`src/rtl/mips_multicycle_controller.sv`:
```
// Multi-cycle MIPS control unit: sequences PC, register-file, ALU and memory strobes
// per instruction class, with a start/busy/done handshake and a retired-instruction counter.
module mips_multicycle_controller #(
    parameter logic [5:0] HALT_OP = 6'b111111
) (
    input  logic        clk,
    input  logic        rst,
    input  logic        start,
    input  logic [31:0] instruction,
    input  logic        zeroflag,
    output logic        ldinpc,
    output logic        initpc,
    output logic        JumpSrc,
    output logic        PCsignal,
    output logic        PCSrc,
    output logic        RegDst,
    output logic        RegWSrc,
    output logic        WriteSrc,
    output logic        RegWrite,
    output logic        MemRead,
    output logic        MemWrite,
    output logic        MemtoReg,
    output logic        ALUSrc,
    output logic [2:0]  ALUoperation,
    output logic        busy,
    output logic        done,
    output logic        illegal,
    output logic [15:0] retired
);

    localparam logic [5:0] OP_RTYPE = 6'b000000;
    localparam logic [5:0] OP_ADDI  = 6'b001000;
    localparam logic [5:0] OP_SLTI  = 6'b001010;
    localparam logic [5:0] OP_LW    = 6'b100011;
    localparam logic [5:0] OP_SW    = 6'b101011;
    localparam logic [5:0] OP_BEQ   = 6'b000100;
    localparam logic [5:0] OP_J     = 6'b000010;
    localparam logic [5:0] OP_JAL   = 6'b000011;

    localparam logic [5:0] FN_ADD = 6'b100000;
    localparam logic [5:0] FN_SUB = 6'b100010;
    localparam logic [5:0] FN_AND = 6'b100100;
    localparam logic [5:0] FN_OR  = 6'b100101;
    localparam logic [5:0] FN_SLT = 6'b101010;
    localparam logic [5:0] FN_JR  = 6'b001000;

    localparam logic [2:0] ALU_AND = 3'b000;
    localparam logic [2:0] ALU_OR  = 3'b001;
    localparam logic [2:0] ALU_ADD = 3'b010;
    localparam logic [2:0] ALU_SUB = 3'b110;
    localparam logic [2:0] ALU_SLT = 3'b111;

    typedef enum logic [2:0] {
        S_IDLE,
        S_INIT,
        S_DECODE,
        S_EXEC,
        S_MEM,
        S_WB,
        S_HALT
    } state_t;

    state_t      state;
    logic [5:0]  op;
    logic [5:0]  fn;
    logic [15:0] retired_cnt;

    logic r_alu, r_jr, i_addi, i_slti, i_lw, i_sw, i_beq, i_j, i_jal, unsupported;
    logic unused_instr_bits;

    function automatic logic [2:0] funct_alu(input logic [5:0] f);
        case (f)
            FN_SUB:  return ALU_SUB;
            FN_AND:  return ALU_AND;
            FN_OR:   return ALU_OR;
            FN_SLT:  return ALU_SLT;
            default: return ALU_ADD;
        endcase
    endfunction

    // Only opcode and funct steer the sequence; the register fields belong to the datapath.
    assign unused_instr_bits = ^instruction[25:6];

    always_comb begin
        r_alu  = (op == OP_RTYPE) && (fn inside {FN_ADD, FN_SUB, FN_AND, FN_OR, FN_SLT});
        r_jr   = (op == OP_RTYPE) && (fn == FN_JR);
        i_addi = (op == OP_ADDI);
        i_slti = (op == OP_SLTI);
        i_lw   = (op == OP_LW);
        i_sw   = (op == OP_SW);
        i_beq  = (op == OP_BEQ);
        i_j    = (op == OP_J);
        i_jal  = (op == OP_JAL);
        unsupported = !(r_alu || r_jr || i_addi || i_slti || i_lw || i_sw ||
                        i_beq || i_j || i_jal);
    end

    always_comb begin
        ldinpc       = 1'b0;
        initpc       = 1'b0;
        JumpSrc      = 1'b0;
        PCsignal     = 1'b0;
        PCSrc        = 1'b0;
        RegDst       = 1'b0;
        RegWSrc      = 1'b0;
        WriteSrc     = 1'b0;
        RegWrite     = 1'b0;
        MemRead      = 1'b0;
        MemWrite     = 1'b0;
        MemtoReg     = 1'b0;
        ALUSrc       = 1'b0;
        ALUoperation = ALU_AND;
        busy         = 1'b0;
        done         = 1'b0;
        case (state)
            S_IDLE: ;
            S_INIT: begin
                busy   = 1'b1;
                initpc = 1'b1;
            end
            S_DECODE: busy = 1'b1;
            S_EXEC: begin
                busy = 1'b1;
                if (r_alu) begin
                    ALUoperation = funct_alu(fn);
                end else if (i_addi || i_lw || i_sw) begin
                    ALUSrc       = 1'b1;
                    ALUoperation = ALU_ADD;
                end else if (i_slti) begin
                    ALUSrc       = 1'b1;
                    ALUoperation = ALU_SLT;
                end else if (i_beq) begin
                    ALUoperation = ALU_SUB;
                    ldinpc       = 1'b1;
                    PCSrc        = zeroflag;
                end else if (i_j || i_jal) begin
                    ldinpc   = 1'b1;
                    PCsignal = 1'b1;
                    JumpSrc  = 1'b1;
                    RegWrite = i_jal;
                    RegWSrc  = i_jal;
                    WriteSrc = i_jal;
                end else if (r_jr) begin
                    ldinpc   = 1'b1;
                    PCsignal = 1'b1;
                end else begin
                    ldinpc = 1'b1;
                end
            end
            S_MEM: begin
                busy         = 1'b1;
                ALUSrc       = 1'b1;
                ALUoperation = ALU_ADD;
                MemRead      = i_lw;
                MemWrite     = i_sw;
                ldinpc       = i_sw;
            end
            S_WB: begin
                busy     = 1'b1;
                RegWrite = 1'b1;
                ldinpc   = 1'b1;
                if (r_alu) begin
                    RegDst       = 1'b1;
                    ALUoperation = funct_alu(fn);
                end else if (i_lw) begin
                    MemRead      = 1'b1;
                    MemtoReg     = 1'b1;
                    ALUSrc       = 1'b1;
                    ALUoperation = ALU_ADD;
                end else begin
                    // addi/slti write the ALU result, so the immediate operation stays applied.
                    ALUSrc       = 1'b1;
                    ALUoperation = i_slti ? ALU_SLT : ALU_ADD;
                end
            end
            S_HALT: begin
                busy = 1'b1;
                done = 1'b1;
            end
            default: ;
        endcase
    end

    always_ff @(posedge clk or posedge rst) begin
        if (rst) begin
            state       <= S_IDLE;
            op          <= 6'd0;
            fn          <= 6'd0;
            illegal     <= 1'b0;
            retired_cnt <= 16'd0;
        end else begin
            retired_cnt <= retired_cnt + {15'd0, ldinpc};
            case (state)
                S_IDLE: begin
                    if (start) begin
                        state       <= S_INIT;
                        illegal     <= 1'b0;
                        retired_cnt <= 16'd0;
                    end
                end
                S_INIT: state <= S_DECODE;
                S_DECODE: begin
                    op    <= instruction[31:26];
                    fn    <= instruction[5:0];
                    state <= (instruction[31:26] == HALT_OP) ? S_HALT : S_EXEC;
                end
                S_EXEC: begin
                    if (unsupported)
                        illegal <= 1'b1;
                    if (i_lw || i_sw)
                        state <= S_MEM;
                    else if (r_alu || i_addi || i_slti)
                        state <= S_WB;
                    else
                        state <= S_DECODE;
                end
                S_MEM:   state <= i_lw ? S_WB : S_DECODE;
                S_WB:    state <= S_DECODE;
                S_HALT:  state <= S_IDLE;
                default: state <= S_IDLE;
            endcase
        end
    end

    assign retired = retired_cnt;

endmodule

```
`config.mk`:
```
export PLATFORM = sky130hd
export DESIGN_NAME = mips_multicycle_controller
export DESIGN_NICKNAME = d
export VERILOG_FILES = /design/src/rtl/mips_multicycle_controller.sv
export SDC_FILE = /design/constraint.sdc
export NUM_CORES = 1
export LEC_CHECK = 0
export BUFFER_PORTS_ARGS = -buffer_cell sky130_fd_sc_hd__buf_4
export CORE_MARGIN = 2
export CORE_UTILIZATION = 33
export DETAILED_ROUTE_END_ITERATION = 7
export PLACE_DENSITY = 0.55
export SYNTH_ARGS = -nofsm -noshare
export SYNTH_HDL_FRONTEND = slang
export SYNTH_SLANG_ARGS = --single-unit
```
`constraint.sdc`:
```
create_clock -name clk -period 2.7 [get_ports clk]
set_input_delay 0.675 -clock clk [delete_from_list [all_inputs] [get_ports clk]]
set_output_delay 0.675 -clock clk [all_outputs]
set_load 0.02 [all_outputs]
```
# Word level (Yosys, flattened, before mapping)
# Index checks and enable logic that the tools add are counted.
# word_totals
register_bits	32
inputBits	36
out_inout_bits	35
wordCells	115
# classes
addsub	1
eq_ne	22
muxes	64
reduce_logical	23
# op_table
cell	n
== test 6 bit (second input constant)	8
2-to-1 mux 1 bit	42
2-to-1 mux 3 bit	12
2-to-1 mux 16 bit	2
== test 6 x 4 -> 1 bit (second input constant)	3
adder 16 x 1 -> 16 bit	1
case mux 3 bit (5 select lines)	1
logical OR 1 bit	14
== test 6 x 2 -> 1 bit (second input constant)	2
case mux 3 bit (4 select lines)	1
== test 3 bit (second input constant)	3
case mux 3 bit (3 select lines)	1
== test 3 x 2 -> 1 bit (second input constant)	2
== test 6 x 3 -> 1 bit (second input constant)	1
logical NOT 6 bit	1
case mux 1 bit (2 select lines)	3
case mux 1 bit (3 select lines)	2
OR reduction 6 bit	1
nonzero test 5 bit	1
inequality test 2 bit (second input constant)	2
== test 3 x 1 -> 1 bit (second input constant)	1
logical NOT 3 bit	1
AND reduction 3 bit	1
logical AND 1 bit	2
2 further kinds	2

# Depth between registers and ports, before layout
# logic_depth
depth_word	13
ltp_mapped	11
mapped_depth_nobuf	11

# Least setup slack after synthesis
# OpenSTA, ideal clock, no wires.
# synth_timing
kind	register to register
start	reg op[4]
end	reg retired_cnt[10], in the netlist retired[10]
setup_time_ns	0.132
t_arrival_ns	2.437
t_required_ns	2.568
slack_ns	0.131
stages_incl_launch_ff	12
n_path_buf	0
period_less_slack_ns	2.569
path_cell_list	dfrtp_1 nand3b_1 nor2_1 and4b_1 a221o_1 ha_1 ha_1 nand4_1 nor2_1 nand2_1 xor2_1 nor2_1
# synth_between
elab_chain_cells	9
elab_cells_between_ends	15
cone_classes	add/sub (1); eq/ne (4); mux (6); reduce/logical (4)
# synth_rtl
element	line_no	source
from (decl)	64	logic [5:0] op;
from (signal assigned)	203	op <= instruction[31:26];
== test 6 x 4 -> 1 bit or == test 6 bit (tied branches)	87, 89	
logical OR 1 bit (2 in series)	126	end else if (i_addi || i_lw || i_sw) begin
2-to-1 mux 1 bit	126	
2-to-1 mux 1 bit	124	if (r_alu) begin
case mux 1 bit (3 select lines) (*)	115	case (state)
net ldinpc	11	output logic ldinpc,
adder 16 x 1 -> 16 bit (*)	192	retired_cnt <= retired_cnt + {15'd0, ldinpc};
2-to-1 mux 16 bit	195	if (start) begin
2-to-1 mux 16 bit (*)	193	case (state)
to (signal assigned)	192	
to (decl)	66	logic [15:0] retired_cnt;
# The timed path passes the listed nets; every way through them passes the cells marked *.
# A chain may end at the register's enable or synchronous reset.

# Final worst setup path
# layout_timing
start	reg op[5]
end	out ALUoperation[2]
# layout_between
elab_chain_cells	6
elab_cells_between_ends	17
cone_classes	eq/ne (5); mux (8); reduce/logical (4)
# layout_rtl
element	line_no	source
== test 6 x 3 -> 1 bit, or another cell as far along	91	i_beq = (op == OP_BEQ);
2-to-1 mux 3 bit or logical OR 1 bit (tied branches)	132, 126	
2-to-1 mux 3 bit or logical OR 1 bit (tied branches)	129, 126	
2-to-1 mux 3 bit	126	
2-to-1 mux 3 bit	124	
case mux 3 bit (3 select lines) (*)	115	
to (decl)	24	output logic [2:0] ALUoperation,
# Every way passes the cells marked *; elsewhere a longest branch is shown, timed or not.

==> results.toml <==
[outcome]
status = "finished, final reports clean"

[sta]
hold_violations = 0
worstMarginPinSlew_ps = 470
fin_crit_ps = 2640
period_share = 0.979
finalSetupTns_ps = 0
clock_skew_ps = 7.96
fmax_mhz = 378
finalMaxSlewViolations = 0
setup_viol = 0
rsz0062_at_grt = "true"
slew_headroom = 0.683

[global_routing]
grt_first_pass_wirelength_um = 7280
gr-total-overflow = 0
grt_util_all_layers = 0.147
grt_pass1_vias = 1550
grt_max_degree = 33
antenna_found_initial = 0

[placement]
port_buffers = 50
gp_congestion = 0.811
numPlacedInstances = 326
dp_hpwl_um = 3330
dpl-instance-area_um2 = 2400

[worst_setup_path]
critPathMaxStageDelay_ps = 450
cp_top_family = "compound AO/OA/AOI/OAI gates"
worst-setup-path-type = "reg2out"
r2r_slack_ps = 180
crit_path_start_kind = "register"
cp_slowest_cell = "dfrtp_2"
required_ps = 2030
cp_cell_sequence = "nor4_4 > buf_4 > nand2_2 > o21ai_2 > a21oi_1 > a2111oi_2 > buf_4"
crit_fanout = 5
end_kind = "output pin"
cp_data_arrival_time_ps = 1970
path_buf_inv = 2
crit_top_cell = "buf_4"

[drt]
drt_iter0_drc = 92
avgRoutedWirePerCell_um = 13.4
vias_per_cell = 5.00
postRouteAntennaNets = 0
totalWireLength_um = 4470
drc = 0
first_pass_iters = 4
vias = 1670

[cells_and_area]
fill_cells = 557
nets = 299
multi_input_area_um2 = 1030
syn2layout_area_growth_pct = 35.9
fin_cells = 334
final_cell_mix = "buf_4, nor2_1, dfrtp_1"
drive_gt1_frac = 0.382
fin_util = 0.462
antenna_cells = 0
ff_latch_area_um2 = 803
final_area_um2 = 2550
final_common_cell = "buf_4"

[floorplan]
start_util = 0.340
io_pins = 71
dieArea_um2 = 6290
core-area_um2 = 5510
die_h_um = 79.3
die_w_um = 79.3
placementRows = 27

[clock_network]
clock_sinks = 32
path_clk_slew_ps = 70
clockBufferDepth = 2
cts_tree = "done"
clock_latency_ps = 280
postCtsHoldBufs = 0
cts_setup_buffers = 0
cts_made_buffers = 5
ctsHtreeMaxLevel = 2
root_buffer = "clkbuf_8"

[synthesis]
synth_top_area_cell = "dfrtp_1"
async_flop_share = 1.00
synth_area_um2 = 1870
seq_area_frac_synth = 0.428
yosysUniqueCellTypes = 47
synth.area.top_cells = "dfrtp_1, nor2_1, mux2_2"
synth_edf_count = 0
synth.avg_cell_area_um2 = 9.37
synthFlopType = "dfrtp_1"
synth_nets = 238
synth_seq_cells = 32
yosysWarnings = 0
syn_inst = 200
yosysTopAreaCellShare = 0.428

[worst_hold_path]
hp-class = "in2async"

[power]
power.density_nw_per_um2 = 1150
ir_worst_vdd_v = 0.000529
total_power_mw = 2.92
p_leak_nw = 1.15

[run]
maxCapViolCount = 0
[cells by family (layout without fill, tap and decap cells)]
| logic type | after synthesis | after routing | synth area share |
|---|---|---|---|
| AO/OA/AOI/OAI | 26 | 26 | 0.0995 |
| multiplexers | 14 | 14 | 0.0828 |
| AND/OR/NAND/NOR | 99 | 99 | 0.283 |
| adder cells (fa/ha/maj) | 2 | 2 | 0.0134 |
| XOR/XNOR | 13 | 13 | 0.0608 |
| flip-flops | 32 | 32 | 0.428 |
| buffers and inverters | 14 | 76 | 0.0334 |
[through the flow]
stage                     hold slack (ps)  setup WS, ps
final                                 476          55.7
after global routing                  533         -43.8
after CTS                             487          13.9
after detailed placement              512           245
after global placement                501           203
after floorplan                       481           131
[power by group]
group	internal (mW)	total (mW)	switching, mW
Sequential	0.707	1.01	0.301
Combinational	0.689	1.41	0.719
Clock	0.326	0.505	0.179
Total	1.72	2.92	1.20
[cell usage after synthesis (all sizes together), types with 5 or more instances]
cell type and number:
and3 7, buf 7, dfrtp 32, mux2 12
nand2 15, nand3 10, nor2 36, nor2b 7
nor3 5, o21ai 11, xor2 9
[final cells by class]
class	instances	share of cell area
clock inverters	1	0.0118
multi-input cells	154	0.405
clock buffers	7	0.0378
repair buffers	64	0.189
inverters	4	0.00590
flip-flops and latches	32	0.315
well taps	72	0.0354
[state kept, by name (all words and copies together), names as in the netlist]
| register | flops |
|---|---|
| fn | 6 |
| op | 6 |
| state | 3 |
| retired | 16 |
| illegal | 1 |
[metal layers]
layer,wire length [um],part of all wire,global-route usage
met2,2000,0.45,0.216
met1,2240,0.50,0.211
met4,45,0.010,0.0517
met3,187,0.042,0.0330
met5,0,0,0
[final timing paths]
check                           startpoint               to  depth (start not counted)
min in group clk                     fn[4]            fn[4]                          1
worst max-delay path                 op[5]  ALUoperation[2]                          7
worst max register to register       op[4]       retired[8]                          9
worst min register to register       fn[4]            fn[4]                          1
worst min-delay path                   rst            op[3]                          3
max in group asynchronous              rst            op[0]                          3
[tightest hold or removal path: stages]
cell and delay [ps]:
buf_4 100, inv_1 40, buf_4 360
[repair_timing]
| action | 4_1_cts | 5_1_grt |
|---|---|---|
| resized for setup | 2 | 6 |
| pin swaps | 0 | 1 |
| endpoints found under the setup margin | 1 | 3 |
| cloned | 0 | 0 |
(Power assumes the default switching activity.)
